===== config.mk =====
export PLATFORM = sky130hd
export DESIGN_NAME = banco_registros
export DESIGN_NICKNAME = d
export VERILOG_FILES = /design/src/rtl/banco_pkg.sv /design/src/rtl/banco_registros_registro.sv /design/src/rtl/banco_registros.sv
export SDC_FILE = /design/constraint.sdc
export NUM_CORES = 1
export LEC_CHECK = 0
export ABC_AREA = 1
export CELL_PAD_IN_SITES_DETAIL_PLACEMENT = 0
export CELL_PAD_IN_SITES_GLOBAL_PLACEMENT = 1
export CORE_MARGIN = 10
export CORE_UTILIZATION = 43
export DETAILED_ROUTE_END_ITERATION = 10
export GPL_ROUTABILITY_DRIVEN = 0
export PLACE_DENSITY_LB_ADDON = 0.1
export SLEW_MARGIN = 20
export SYNTH_ARGS = -nofsm -noshare
export SYNTH_HDL_FRONTEND = slang
export SYNTH_SLANG_ARGS = --single-unit

===== constraint.sdc =====
create_clock -name clk -period 3.3 [get_ports clk]
set_input_delay 0.33 -clock clk [delete_from_list [all_inputs] [get_ports clk]]
set_output_delay 0.33 -clock clk [all_outputs]
set_load 0.005 [all_outputs]

===== src/rtl/banco_pkg.sv =====
// Shared constants and helpers for the 8-entry register bank and its write-address decoder.
package banco_pkg;

  localparam int unsigned NUM_REGS  = 8;
  localparam int unsigned ADDR_W    = 3;
  localparam int unsigned ANCHO_DEF = 8;

  // True when the write-enable vector has two or more bits set (illegal multi-hot write).
  function automatic logic es_multi(input logic [NUM_REGS-1:0] we);
    int unsigned n;
    n = 0;
    for (int i = 0; i < NUM_REGS; i++) begin
      if (we[i]) n++;
    end
    return logic'(n >= 2);
  endfunction

endpackage


===== src/rtl/banco_registros_registro.sv =====
// Single ANCHO-bit storage register with asynchronous active-high reset and write enable.
module registro #(
  parameter int unsigned ANCHO = 8
) (
  input  logic             clk,
  input  logic             rst,
  input  logic             en_i,
  input  logic [ANCHO-1:0] d_i,
  output logic [ANCHO-1:0] q_o
);

  logic [ANCHO-1:0] q_d, q_q;

  always_comb begin
    q_d = q_q;
    if (en_i) q_d = d_i;
  end

  always_ff @(posedge clk or posedge rst) begin
    if (rst) q_q <= '0;
    else     q_q <= q_d;
  end

  assign q_o = q_q;

endmodule


===== src/rtl/banco_registros.sv =====
// 8-entry register bank fed by a one-hot write enable, with two registered read ports,
// same-edge write-to-read bypass, multi-hot error flag and per-entry written tracking.
module banco_registros
  import banco_pkg::*;
#(
  parameter int unsigned ANCHO         = ANCHO_DEF,
  parameter bit          REG_CERO_FIJO = 1'b0
) (
  input  logic                clk,
  input  logic                rst,
  input  logic [NUM_REGS-1:0] we,
  input  logic [ANCHO-1:0]    w_data,
  input  logic                rd_en,
  input  logic [ADDR_W-1:0]   r_addr_a,
  input  logic [ADDR_W-1:0]   r_addr_b,
  output logic [ANCHO-1:0]    r_data_a,
  output logic [ANCHO-1:0]    r_data_b,
  output logic                r_valid,
  output logic [NUM_REGS-1:0] escrito,
  output logic                err_multi
);

  logic [ANCHO-1:0]    regs [NUM_REGS];
  logic                multi;
  logic [NUM_REGS-1:0] we_ok;

  logic [ANCHO-1:0]    byp_a, byp_b;
  logic [ANCHO-1:0]    r_data_a_d, r_data_a_q;
  logic [ANCHO-1:0]    r_data_b_d, r_data_b_q;
  logic                r_valid_d, r_valid_q;
  logic [NUM_REGS-1:0] escrito_d, escrito_q;
  logic                err_multi_d, err_multi_q;

  // we_ok is the effective per-entry write strobe: only legal one-hot writes, never entry 0
  // when it is hardwired.
  always_comb begin
    multi = es_multi(we);
    we_ok = '0;
    if ((we != '0) && !multi) we_ok = we;
    if (REG_CERO_FIJO) we_ok[0] = 1'b0;
  end

  for (genvar i = 0; i < NUM_REGS; i++) begin : g_regs
    if (REG_CERO_FIJO && (i == 0)) begin : g_cero
      assign regs[i] = '0;
    end else begin : g_reg
      registro #(
        .ANCHO(ANCHO)
      ) u_registro (
        .clk  (clk),
        .rst  (rst),
        .en_i (we_ok[i]),
        .d_i  (w_data),
        .q_o  (regs[i])
      );
    end
  end

  // A hardwired entry 0 is never strobed and always reads 0, so bypass needs no special case.
  always_comb begin
    byp_a = regs[r_addr_a];
    if (we_ok[r_addr_a]) byp_a = w_data;
    byp_b = regs[r_addr_b];
    if (we_ok[r_addr_b]) byp_b = w_data;
  end

  always_comb begin
    r_data_a_d  = r_data_a_q;
    r_data_b_d  = r_data_b_q;
    r_valid_d   = rd_en;
    escrito_d   = escrito_q | we_ok;
    err_multi_d = err_multi_q | multi;
    if (rd_en) begin
      r_data_a_d = byp_a;
      r_data_b_d = byp_b;
    end
  end

  always_ff @(posedge clk or posedge rst) begin
    if (rst) begin
      r_data_a_q  <= '0;
      r_data_b_q  <= '0;
      r_valid_q   <= 1'b0;
      escrito_q   <= '0;
      err_multi_q <= 1'b0;
    end else begin
      r_data_a_q  <= r_data_a_d;
      r_data_b_q  <= r_data_b_d;
      r_valid_q   <= r_valid_d;
      escrito_q   <= escrito_d;
      err_multi_q <= err_multi_d;
    end
  end

  assign r_data_a  = r_data_a_q;
  assign r_data_b  = r_data_b_q;
  assign r_valid   = r_valid_q;
  assign escrito   = escrito_q;
  assign err_multi = err_multi_q;

endmodule

==> impl_metrics.ini, run 1 <==
[run_status]
status = complete, but fails checks
failed_checks = setup timing

[critical_path]
start_kind = input port
r2r_end = r_data_a[5]
crit_type = in -> reg
cpLargestDelayFamily = simple AND/OR/NAND/NOR gates
critPathSlowestCell = ha_4
crit_cells = 34
reg2regPathDepth = 6
cp.arrival_ns = 4.21
worstPathRequired_ns = 3.53
critPathMaxFanout = 6
crit_top_cell = ha_4
r2r_slack_ns = 1.85
cpPeakStageDelay_ns = 0.30
path_buf_inv = 8
endpoint_kind = register
r2r_start = g_regs[5].g_reg.u_registro.q_o[5]

[timing]
fin_crit_ns = 3.97
tns_ns = -30.33
fin_crit_sh = 1.20
drv_slew = 0
holdWs_ns = 0.383
rsz0062_at_grt = true
fin_skew_ns = 0.00609
setup_violations = 89
hold_viol_final = 0
clock.fmax_ghz = 0.252
layout_setup_ws_ns = -0.673
tightest_slew_ns = 0.845
slew_headroom = 0.435

[clocking]
cts_tree = built
numClockSinks = 90
htreeDepth = 3
clockBufferDepth = 2
path_clk_slew_ns = 0.06
clkLatencyLatePin_ns = 0.35
root_buffer = clkbuf_16
cts_made_buffers = 9

[detailed_routing]
firstDrtPassIters = 5
num_vias = 5466
drtIter0Drc = 533
drc = 0
drt-vias-per-instance = 5.71
ant_nets = 0
wl_per_cell_um = 18.8
routed_wirelength_mm = 18.0

[logic_synthesis]
synth.cells.most_frequent = nand2_1, o21ai_0, dfrtp_1
synth_compound_area_frac = 0.187
synthArstFlopShare = 1.00
netlist_instances = 694
synth_xor_area_frac = 0
ys_ff_latch = 90
synth_edf_count = 0
yosysUniqueCellTypes = 32
synth_most_common_cell = nand2_1
netlist_area_mm2 = 0.00526
synthMuxAreaShare = 0
synth_area_leaders = dfrtp_1, o21ai_0, nand2_1
synth_top_area_cell = dfrtp_1
synth_top_area_frac = 0.428
seq_area_frac_synth = 0.428
syn-num-nets = 727
yosysWarnings = 0
avgSynthCellArea_um2 = 7.58
synth-simple-area-share = 0.300
synthAdderAreaFrac = 0.0190
synth_top_family_by_area = simple AND/OR/NAND/NOR gates
ys.flop_type = dfrtp_1

[grt]
grt-busiest-layer = met2
grt_use_met1 = 0.277
grt_pass1_vias = 5316
antenna_found_initial = 0
gr-total-overflow = 0
grt_pass1_wl_mm = 28.3
grt_max_degree = 54
track_usage = 0.212
met3_usage = 0.0455
grtUsageMet2 = 0.335

[die]
placeableCoreArea_mm2 = 0.0120
fp.dieArea_mm2 = 0.0171
start_util = 0.438
die_width_um = 131
fp-row-count = 40
io_pins = 51
fp.dieH_um = 131

[power]
leakagePower_nw = 3.51
peakVddDrop_mv = 0.432
fin_total_pwr_mw = 4.85
p_per_area_mw_per_mm2 = 635

[final_layout]
fin_cells = 957
nets = 839
num_antenna_cells = 0
areaGrowthSynthToFinish_pct = 45.0
design_area_mm2 = 0.00763
utilization = 0.635
drive_gt1_frac = 0.343

[placement]
place_ws_ns = -1.72
dpl.cell_count = 911
place_area_mm2 = 0.00645
dp_hpwl_mm = 11.6
portBuffers = 50

[flow_run]
drv_cap = 0

[worst_hold_path]
hold_path_class = in -> async
==> area by class of cell <==
type,instances,area [um^2]
Fill cell,1063,4380
Clock buffer,11,253
Timing Repair Buffer,134,1380
Sequential cell,90,2250
Clock inverter,4,51.3
Tap cell,147,184
Inverter,53,223
Multi-Input combinational cell,518,3280
==> state kept, by name, summed over array words and instances, names as in the netlist <==
signal,cells
r_data_b,8
r_valid,1
escrito,8
g_regs.g_reg.u_registro.q_o,64
err_multi,1
r_data_a,8
==> worst register-to-register path, stage by stage (launching register included) <==
cell     delay (ns)
dfrtp_1        0.39
o21ai_0        0.17
o22ai_1        0.10
o21ai_0        0.41
nand2_2        0.10
nand3_2        0.10
nand2_1        0.08
==> how the worst max path moves through the flow <==
stage	start	endpoint	slack, ns
floorplan	we[1]	r_data_a[0]	-0.72
global placement	we[1]	r_data_a[4]	-1.60
detailed placement	we[1]	r_data_a[5]	-1.72
CTS	we[1]	r_data_a[3]	-0.68
global route	we[1]	r_data_a[5]	-0.88
finish	we[1]	r_data_a[3]	-0.67
==> logic make-up after synthesis <==
family / Yosys count
adder cells (fa/ha/maj): 8
flip-flops: 90
buffers and inverters: 87
AND/OR/NAND/NOR: 331
AO/OA/AOI/OAI: 178
==> cells in the final DEF (no fill, tap or decap), types with 2 or more instances in the layout <==
master / n
nand3_2: 40
buf_12: 10
o221ai_1: 16
nand3_4: 9
ha_4: 6
nor2_4: 2
o21ai_2: 16
a21oi_4: 2
nand2_2: 62
o21ai_0: 83
inv_2: 7
clkinv_2: 2
clkbuf_16: 11
nand4_4: 5
clkinv_1: 5
nor2_1: 67
buf_6: 18
inv_1: 35
o21ai_1: 45
buf_8: 2
buf_4: 53
nand2_1: 107
nand2_4: 15
nand3_1: 16
clkbuf_8: 2
clkdlybuf4s50_1: 46
inv_4: 4
dfrtp_1: 90
o22ai_1: 16
==> per-layer routing <==
metal	wire, um	up-vias	part of all wire
li1	-	2561	-
met1	7810	2650	0.43
met2	8550	216	0.48
met3	1170	39	0.065
met4	457	0	0.025
met5	0	-	0
==> power by group <==
group / leakage (nW) / switching [mW] / internal, mW
logic: 2.29 / 1.00 / 0.912
clock network: 0.148 / 0.436 / 0.624
registers: 1.08 / 0.355 / 1.52
total: 3.51 / 1.79 / 3.05
==> repair_timing <==
| item | in CTS | in global routing |
|---|---|---|
| cloned | 2 | 2 |
| hold buffers | 0 | 0 |
| pin swaps | 44 | 38 |
| resized for setup | 74 | 111 |
| endpoints found under the setup margin | 89 | 89 |
| setup buffers | 22 | 13 |
No activity file was read; power rests on OpenSTA's default activity.
==> run 2, diff against run 1 <==
--- a/config.mk
+++ b/config.mk
@@ -13,6 +13,7 @@
 export DETAILED_ROUTE_END_ITERATION = 10
 export GPL_ROUTABILITY_DRIVEN = 0
 export PLACE_DENSITY_LB_ADDON = 0.1
+export SKIP_LAST_GASP = 1
 export SLEW_MARGIN = 20
 export SYNTH_ARGS = -nofsm -noshare
 export SYNTH_HDL_FRONTEND = slang
==> impl_metrics.ini, run 2 (synthesized netlist as in run 1, its figures left out) <==
[run_status]
status = complete, but fails checks
failed_checks = setup timing

[timing]
tns_ns = -29.45
layout_setup_ws_ns = -0.678
clock.fmax_ghz = 0.251
slew_headroom = 0.440
fin_crit_sh = 1.21
drv_slew = 0
hold_viol_final = 0
setup_violations = 89
holdWs_ns = 0.381
rsz0062_at_grt = true
fin_crit_ns = 3.98
fin_skew_ns = 0.00712
tightest_slew_ns = 0.838

[grt]
track_usage = 0.211
grt_max_degree = 54
grtUsageMet2 = 0.334
gr-total-overflow = 0
grt_pass1_wl_mm = 28.2
grt-busiest-layer = met2
grt_pass1_vias = 5300
met3_usage = 0.0455
grt_use_met1 = 0.276
antenna_found_initial = 0

[placement]
portBuffers = 50
dp_hpwl_mm = 11.6
place_area_mm2 = 0.00645

[worst_hold_path]
hold_path_class = in -> async

[die]
fp.dieArea_mm2 = 0.0171
io_pins = 51
start_util = 0.438
die_width_um = 131
fp-row-count = 40
fp.dieH_um = 131
placeableCoreArea_mm2 = 0.0120

[critical_path]
r2r_slack_ns = 1.83
cpPeakStageDelay_ns = 0.30
endpoint = r_data_b[3]
worstPathRequired_ns = 3.53
start_kind = input port
critPathMaxFanout = 6
r2r_start = g_regs[5].g_reg.u_registro.q_o[5]
r2r_end = r_data_a[5]
crit_start = we[1]
crit_type = in -> reg
endpoint_kind = register
cp.arrival_ns = 4.21
critPathSlowestCell = ha_4
reg2regPathDepth = 6

[detailed_routing]
drt-vias-per-instance = 5.75
wl_per_cell_um = 19.0
ant_nets = 0
routed_wirelength_mm = 18.2
drc = 0
drtIter0Drc = 588
firstDrtPassIters = 6
num_vias = 5510

[final_layout]
largest_reg_flops = 64
num_antenna_cells = 0
final_cell_mix = nand2_1, dfrtp_1, o21ai_0, nor2_1, buf_4
final_common_cell = nand2_1
nets = 841
drive_gt1_frac = 0.330
design_area_mm2 = 0.00764
areaGrowthSynthToFinish_pct = 45.2

[clocking]
numClockSinks = 90
cts_tree = built
path_clk_slew_ns = 0.06
clockBufferDepth = 2
htreeDepth = 3
clkLatencyLatePin_ns = 0.35
root_buffer = clkbuf_16
cts_made_buffers = 9

[power]
peakVddDrop_mv = 0.407
p_per_area_mw_per_mm2 = 633
leakagePower_nw = 3.53
fin_total_pwr_mw = 4.84

[flow_run]
drv_cap = 0
[run 2: changes by cell type in the layout (fill, tap and decap cells not counted), sizes merged]
cell / before / now
buf: 85 / 86
clkbuf: 13 / 14
[run 2: how the worst min path moves through the flow]
stage / end / slack [ns] / cells past startpoint
2_1_floorplan: r_valid / 0.36 / 0
3_3_place_gp: escrito[6] / 0.44 / 2
3_5_place_dp: escrito[2] / 0.45 / 2
4_1_cts: r_data_a[5] / 0.42 / 2
5_1_grt: r_data_a[5] / 0.46 / 2
6_report: r_data_a[4] / 0.38 / 2
[run 2: critical path, delay by kind of cell]
kind                       cells  cell delay, ns
buffers and inverters          8            0.55
and+or+nand+nor               22            2.18
adders and majority gates      5            1.11
[run 2: cell type report]
cell class / count / area [um^2]
Sequential cell: 90 / 2250
Clock inverter: 4 / 51.3
Fill cell: 1058 / 4370
Multi-Input combinational cell: 518 / 3270
Inverter: 53 / 223
Tap cell: 147 / 184
Timing Repair Buffer: 136 / 1410
Clock buffer: 11 / 253
[run 2: metal layers]
metal  up-vias  part of all wire
met3        41             0.077
met2       221              0.47
met4         0             0.026
li1       2562                 -
met1      2686              0.42
met5         -                 0
[run 2: what timing repair did]
item,CTS,global route
resized for setup,60,114
pin swaps,44,43
setup endpoints to repair,89,89
cloned,2,3
setup buffers,22,16
hold buffers,0,0
[run 2: power by group]
part           total, mW  internal (mW)  switching, mW  leakage, nW
clock network       1.06          0.624          0.435        0.148
logic               1.91          0.906           1.01         2.31
registers           1.87           1.52          0.350         1.08
total               4.84           3.05           1.79         3.53
[run 2: per-stage QoR]
| step | std cells | utilization | worst slack [ns] |
|---|---|---|---|
| CTS | 949 | 0.597 | -0.686 |
| global placement | 911 | 0.537 | -1.60 |
| floorplan | 694 | - | -0.724 |
| finish | 959 | 0.636 | -0.678 |
| detailed placement | 911 | 0.537 | -1.72 |
| global route | 959 | 0.636 | -0.879 |
